==> src/rtl/sort_nxw_oet_pipe.sv <==
// rtl/sort_nxw_oet_pipe.sv - pipelined N-element odd-even transposition sorter; SORT_NXW_INDEX_EN adds out_index
module sort_nxw_oet_pipe #(
    parameter int N         = 8,
    parameter int W         = 8,
    parameter int REG_EVERY = 2
) (
    input  logic           clk,
    input  logic           rst_n,
    input  logic           in_valid,
    output logic           in_ready,
    input  logic [N*W-1:0] in_data,
    input  logic           in_desc,
    output logic           out_valid,
    input  logic           out_ready,
    output logic [N*W-1:0] out_data,
    output logic           out_desc
`ifdef SORT_NXW_INDEX_EN
    ,
    output logic [N*$clog2(N)-1:0] out_index
`endif
);

    localparam int L = (N + REG_EVERY - 1) / REG_EVERY;
`ifdef SORT_NXW_INDEX_EN
    localparam int TW = $clog2(N);
`else
    localparam int TW = 0;
`endif
    // Each element is {key, tag}; the tag rides in the low TW bits and never takes part in the compare.
    localparam int EW = W + TW;

    // One network column: compare-exchange on even or odd pairs, swapping only when strictly out of order.
    function automatic logic [N*EW-1:0] oet_stage(input logic [N*EW-1:0] v, input logic odd, input logic desc);
        logic [N*EW-1:0] r;
        logic [W-1:0]    a;
        logic [W-1:0]    b;
        r = v;
        for (int j = 0; j < N - 1; j++) begin
            if (j[0] == odd) begin
                a = v[j*EW+TW +: W];
                b = v[(j+1)*EW+TW +: W];
                if (desc ? (a < b) : (a > b)) begin
                    r[j*EW +: EW]     = v[(j+1)*EW +: EW];
                    r[(j+1)*EW +: EW] = v[j*EW +: EW];
                end
            end
        end
        return r;
    endfunction

    logic [N*EW-1:0] in_elems;
    logic [N*EW-1:0] st_in   [N];
    logic [N*EW-1:0] st_out  [N];
    logic            st_desc [N];
    logic [N*EW-1:0] slot_q  [L];
    logic [N*EW-1:0] slot_d  [L];
    logic [L-1:0]    vld_q;
    logic [L-1:0]    vld_d;
    logic [L-1:0]    desc_q;
    logic [L-1:0]    desc_d;
    logic            advance;

    // Repack the input vector into key/tag elements, tagging each with its input position.
    always_comb begin
        in_elems = '0;
        for (int i = 0; i < N; i++) begin
            in_elems[i*EW+TW +: W] = in_data[i*W +: W];
`ifdef SORT_NXW_INDEX_EN
            in_elems[i*EW +: TW] = TW'(i);
`endif
        end
    end

    // Stage k reads the previous stage directly, or a slot register at every REG_EVERY boundary.
    for (genvar k = 0; k < N; k++) begin : g_stage
        if (k == 0) begin : g_head
            assign st_in[k]   = in_elems;
            assign st_desc[k] = in_desc;
        end else if (k % REG_EVERY == 0) begin : g_reg
            assign st_in[k]   = slot_q[k/REG_EVERY-1];
            assign st_desc[k] = desc_q[k/REG_EVERY-1];
        end else begin : g_comb
            assign st_in[k]   = st_out[k-1];
            assign st_desc[k] = st_desc[k-1];
        end
        assign st_out[k] = oet_stage(st_in[k], 1'(k % 2), st_desc[k]);
    end

    // Slot s captures the last stage of its group; valid and desc shift alongside the data.
    for (genvar s = 0; s < L; s++) begin : g_slot
        localparam int LAST = ((s + 1) * REG_EVERY < N) ? (s + 1) * REG_EVERY - 1 : N - 1;
        assign slot_d[s] = st_out[LAST];
        if (s == 0) begin : g_first
            assign vld_d[s]  = in_valid && in_ready;
            assign desc_d[s] = in_desc;
        end else begin : g_next
            assign vld_d[s]  = vld_q[s-1];
            assign desc_d[s] = desc_q[s-1];
        end
    end

    // Whole pipe moves together: shift on advance, freeze otherwise; bubbles travel like data.
    always_ff @(posedge clk) begin
        if (!rst_n) begin
            vld_q  <= '0;
            desc_q <= '0;
            for (int s = 0; s < L; s++) begin
                slot_q[s] <= '0;
            end
        end else if (advance) begin
            vld_q  <= vld_d;
            desc_q <= desc_d;
            for (int s = 0; s < L; s++) begin
                slot_q[s] <= slot_d[s];
            end
        end
    end

    assign advance   = !out_valid || out_ready;
    assign in_ready  = advance;
    assign out_valid = vld_q[L-1];
    assign out_desc  = desc_q[L-1];

    // Strip tags back off the last slot to form the output vector(s).
    always_comb begin
        out_data = '0;
        for (int i = 0; i < N; i++) begin
            out_data[i*W +: W] = slot_q[L-1][i*EW+TW +: W];
        end
    end

`ifdef SORT_NXW_INDEX_EN
    // Original positions of the sorted elements.
    always_comb begin
        out_index = '0;
        for (int i = 0; i < N; i++) begin
            out_index[i*TW +: TW] = slot_q[L-1][i*EW +: TW];
        end
    end
`endif

endmodule

==> config.mk <==
export PLATFORM = sky130hd
export DESIGN_NAME = sort_nxw_oet_pipe
export DESIGN_NICKNAME = d
export VERILOG_FILES = /design/src/rtl/sort_nxw_oet_pipe.sv
export SDC_FILE = /design/constraint.sdc
export NUM_CORES = 1
export LEC_CHECK = 0
export BUFFER_PORTS_ARGS = -buffer_cell sky130_fd_sc_hd__buf_4
export CELL_PAD_IN_SITES_DETAIL_PLACEMENT = 1
export CELL_PAD_IN_SITES_GLOBAL_PLACEMENT = 2
export CORE_UTILIZATION = 45
export DETAILED_ROUTE_END_ITERATION = 10
export PLACE_DENSITY = 0.85
export SKIP_CTS_REPAIR_TIMING = 1
export SLEW_MARGIN = 30
export SYNTH_ARGS = -nofsm -noshare
export SYNTH_HDL_FRONTEND = slang
export SYNTH_SLANG_ARGS = --single-unit
==> constraint.sdc <==
create_clock -name clk -period 14.9 [get_ports clk]
set_input_delay 4.47 -clock clk [delete_from_list [all_inputs] [get_ports clk]]
set_output_delay 4.47 -clock clk [all_outputs]
set_load 0.01 [all_outputs]
Word-level counts from Yosys, hierarchy flattened
Memories as Yosys holds them, arrays and structs flattened. Cells that the tools add are included.

RAM bits: 256. Input port bits: 69. Memories kept: 1. Register bits: 8.

Memories: slot_q (depth 4, bits a word 64, rd ports 4, clocked after Yosys merged registers in 0, wr ports 4, line 55) `logic [N*EW-1:0] slot_q [L];`.

$lt $le $gt $ge: 56. Bitwise operators: 4. Mux-type cells: 64. Reduce and logical (&&, ||, !) cells: 3.

Operators with widths (number): $mux 16 (28); $mux 64 (4); $gt 8x8->1 (28); $lt 8x8->1 (28); $mux 1 (32); $or 1x1->1 (4); $logic_and 1x1->1 (1); $logic_not 1->1 (1); $logic_or 1x1->1 (1).

Depth between registers and ports, before layout
Depth after elaboration: 7. Gate-level depth with buffers: 21.

Worst setup path after synthesis
Ideal clock, no wire load.

Path kind: input to register. From: input out_ready. To: memory slot_q[0][0] (netlist name), enable pin. Library setup time: 1978 ps. Arrival: 8916 ps. Buffers on the path: 1. Cell stages on the path: 3. Path slack: 4006 ps. Data required time: 12922 ps. Cells stage by stage: nor2b_1 -> buf_2 -> nand2_1.

RTL lines: from (decl) (line 14) `input logic out_ready,`; to (decl) (line 55).

Final worst setup path
From: input out_ready. To: output in_ready.

Word-level cells in the longest chain between the ends: 1.

RTL lines: $logic_or 1x1->1 (line 119) `assign advance = !out_valid || out_ready;`; to (decl) (line 10) `output logic in_ready,`.

Every way passes these cells.

==> flow_summary_export.csv <==
group,metric,value,unit
worst_setup_path,reg2reg_slack,10040,ps
detailed_routing,vias,13575,
clock_tree,h-tree-depth,1,
sta,finalCritPeriodShare,68.0,%
sta,maxSlewHeadroom,36.5,%
synthesis,ys_seq_elements,264,
sta,fin_skew,13.9,ps
worst_setup_path,rr_endpoint,"slot_q[2][42]$_SDFFCE_PN0P_",
layout,nFillCells,4504,
layout,nNetsFinal,2109,
sta,worst_hold_slack,465,ps
synthesis,synth_xor_area_share,0,%
layout,area_growth,11.6,%
synthesis,synth_top_family_by_area,"adder cells",
synthesis,ys_warn_count,0,
hold_path,hold_end,"desc_q[3]$_SDFFE_PN0N_",
synthesis,syn_area,18800,sq um
sta,finalMaxSlewViolations,0,
detailed_routing,viasPerCell,5.73,
run,maxCapViolCount,0,
hold_path,hold_class,"reg -> reg",
outcome,outcome,"finished with violations",
worst_setup_path,start_kind,"input port",
worst_setup_path,cpMaxStageDelayCell,"nor2b_1",
synthesis,synthCells,1716,
clock_tree,cts.sinks,264,
synthesis,synthArstFlopShare,0,%
synthesis,synthAdderAreaFrac,14.9,%
detailed_routing,routedWlPerCell,19.2,microns
sta,hold_violations,0,
die,fp.dieArea,42600,sq um
synthesis,synthMuxAreaShare,14.7,%
synthesis,syn_nets,2009,
hold_path,min_from,"desc_q[3]$_SDFFE_PN0N_",
detailed_routing,drc,14,
sta,finalWorstSetupSlack,4770,ps
worst_setup_path,cp.arrival,5660,ps
layout,drive_gt1_share,13.1,%
detailed_routing,totalWireLength,45.5,mm
die,die_y,206,microns
worst_setup_path,slowest_delay,630,ps
layout,multi_input_area,9530,sq um
die,rows,74,
global_routing,grt_pass1_vias,14170,
worst_setup_path,crit_required,10430,ps
detailed_routing,firstDrtPassIters,8,
outcome,violations,"design-rule violations",
clock_tree,cts_tree,"yes",
sta,clock.fmax,0.0988,GHz
die,initial_core_util,45.9,%
synthesis,synth_edf_count,256,
worst_setup_path,r2r-start,"slot_q[1][37]$_SDFFCE_PN0P_",
global_routing,antenna_found_initial,1,
layout,final_cell_mix,"mux2i_1, edfxtp_1, inv_1",
detailed_routing,drt_iter0_markers,512,
clock_tree,root_buffer,"clkbuf_16",
sta,rsz0062_at_grt,"false",
worst_setup_path,cp_max_fo,10,
sta,setup_violations,0,
global_routing,grt_max_degree,97,
pwr,p_leak,10.1,nW
detailed_routing,ant_nets,0,
synthesis,ys_seq_area_share,41.7,%
layout,n_antenna_cell,0,
pwr,power.density,195,nW/um^2
die,core_area,41000,sq um
synthesis,synth_simple_gate_area_share,6.42,%
clock_tree,cts_buffers,28,
layout,fin_util,51.2,%
worst_setup_path,crit_chain,"buf_4 -> nor2b_1 -> inv_2 -> buf_4",
worst_setup_path,reg2regPathDepth,16,
synthesis,synth-compound-area-share,14.5,%
synthesis,ys_types,48,
worst_setup_path,cp-end-kind,"output pin",
place,pre_cts_ws,4780,ps
clock_tree,clk_pin_slew,70,ps
synthesis,yosys_most_used_dff,"edfxtp_1",
hold_path,whs_path_depth,2,
worst_setup_path,crit_type,"in -> out",
sta,min_period,10130,ps
layout,stdcell_count,2370,
pwr,vdd_ir_drop_max,97.6,uV
worst_setup_path,crit_path_frequent_cell,"buf_4",
worst_setup_path,critPathBufInv,3,
place,hpwlAfterDp,35.7,mm
global_routing,grt_usage,21.4,%
clock_tree,clock_latency,570,ps
layout,mostFrequentLayoutCell,"mux2i_1",
layout,register_area,7850,sq um
die,chipWidth,206,microns
place,gp_congestion,0.860,
global_routing,grt_pass1_wl,72.7,mm
place,placedCellCount,2313,
die,ioPinCount,136,
worst_setup_path,crit_family,"simple AND/OR/NAND/NOR gates",
synthesis,syn_area_per_cell,11.0,sq um
place,port-buffer-count,135,
sta,fin_setup_tns,0,ps
sta,tightest_slew,949,ps
global_routing,grt_overflow,0,
clock_tree,cts_buffer_depth,3,
==> worst max-delay path by stage <==
stage | start | depth (start not counted) | to
after floorplan | out_ready | 3 | slot_q[0][0]$_SDFFCE_PN0P_
after global placement | out_ready | 4 | in_ready
after detailed placement | out_ready | 4 | in_ready
after CTS | out_ready | 4 | in_ready
after global routing | out_ready | 4 | in_ready
final | out_ready | 4 | in_ready
==> cell usage after synthesis (4+ instances only) <==
| library cell | count | area (sq um) |
|---|---|---|
| mux2i_1 | 260 | 2600 |
| edfxtp_1 | 256 | 7690 |
| inv_1 | 241 | 905 |
| ha_1 | 224 | 2800 |
| o22ai_1 | 191 | 1190 |
| nor2_1 | 85 | 319 |
| a21oi_1 | 74 | 370 |
| nand4_1 | 54 | 338 |
| nand2_1 | 49 | 184 |
| clkbuf_1 | 29 | 109 |
| o21ai_0 | 26 | 130 |
| a21o_1 | 24 | 180 |
| a211oi_1 | 22 | 165 |
| buf_2 | 22 | 110 |
| nor2b_1 | 20 | 125 |
| o211ai_1 | 13 | 97.6 |
| buf_6 | 11 | 124 |
| o21ai_1 | 11 | 55.1 |
| dfxtp_1 | 8 | 160 |
| o211ai_2 | 8 | 100 |
| a211oi_4 | 7 | 140 |
| a21boi_0 | 7 | 52.6 |
| and4_1 | 6 | 52.6 |
| buf_12 | 5 | 100 |
| buf_8 | 5 | 75.1 |
| mux2_1 | 5 | 56.3 |
| nand2b_1 | 5 | 31.3 |
| or2_2 | 5 | 31.3 |
| a2111oi_4 | 4 | 110 |
| mux2_2 | 4 | 45.0 |
| mux2i_2 | 4 | 55.1 |
==> state kept, by name, summed over array words and instances, names as in the netlist <==
register / cells
slot_q: 256
desc_q: 4
vld_q: 4
==> per-layer routing <==
layer | GRT usage, % | up-vias | wire length [microns]
met5 | 0 | - | 0
met4 | 7.06 | 0 | 1320
met3 | 2.08 | 87 | 1490
met2 | 38.2 | 238 | 22700
met1 | 27.0 | 6613 | 20000
li1 | - | 6637 | -
==> logic make-up (layout without fill, tap and decap cells) <==
| logic type | count (synthesis) | count (layout) |
|---|---|---|
| AOI/OAI and AO/OA | 399 | 399 |
| adders and majority gates | 224 | 224 |
| buffers and inverters | 317 | 439 |
| DFF | 264 | 264 |
| muxes | 274 | 274 |
| and+or+nand+nor | 238 | 238 |
==> through the flow <==
step,instance area (sq um),total power [mW]
after floorplan,18800,2.97
after global placement,20000,3.26
after detailed placement,20000,3.36
after CTS,20900,4.08
after global routing,21000,4.39
final,21000,4.09
==> tightest hold or removal path: stages (launching register included) <==
cell and delay (ps):
dfxtp_1 310, nand2_1 50, a21boi_0 60
==> power by group <==
part           total (mW)  internal [mW]  switching (mW)  leakage, nW
Combinational        2.24          0.961            1.28         6.50
Clock               0.700          0.410           0.290        0.462
Sequential           1.14           1.03           0.117         3.13
Total                4.09           2.40            1.69         10.1
==> layout make-up <==
| type | count | share of cell area, % |
|---|---|---|
| tap | 532 | 3.17 |
| clock inverter | 18 | 0.697 |
| clock buffer | 34 | 3.75 |
| multi-input combinational | 1135 | 45.4 |
| inverter | 243 | 4.34 |
| timing repair buffer | 144 | 5.31 |
| sequential | 264 | 37.4 |
No activity file was read; power rests on OpenSTA's default activity.
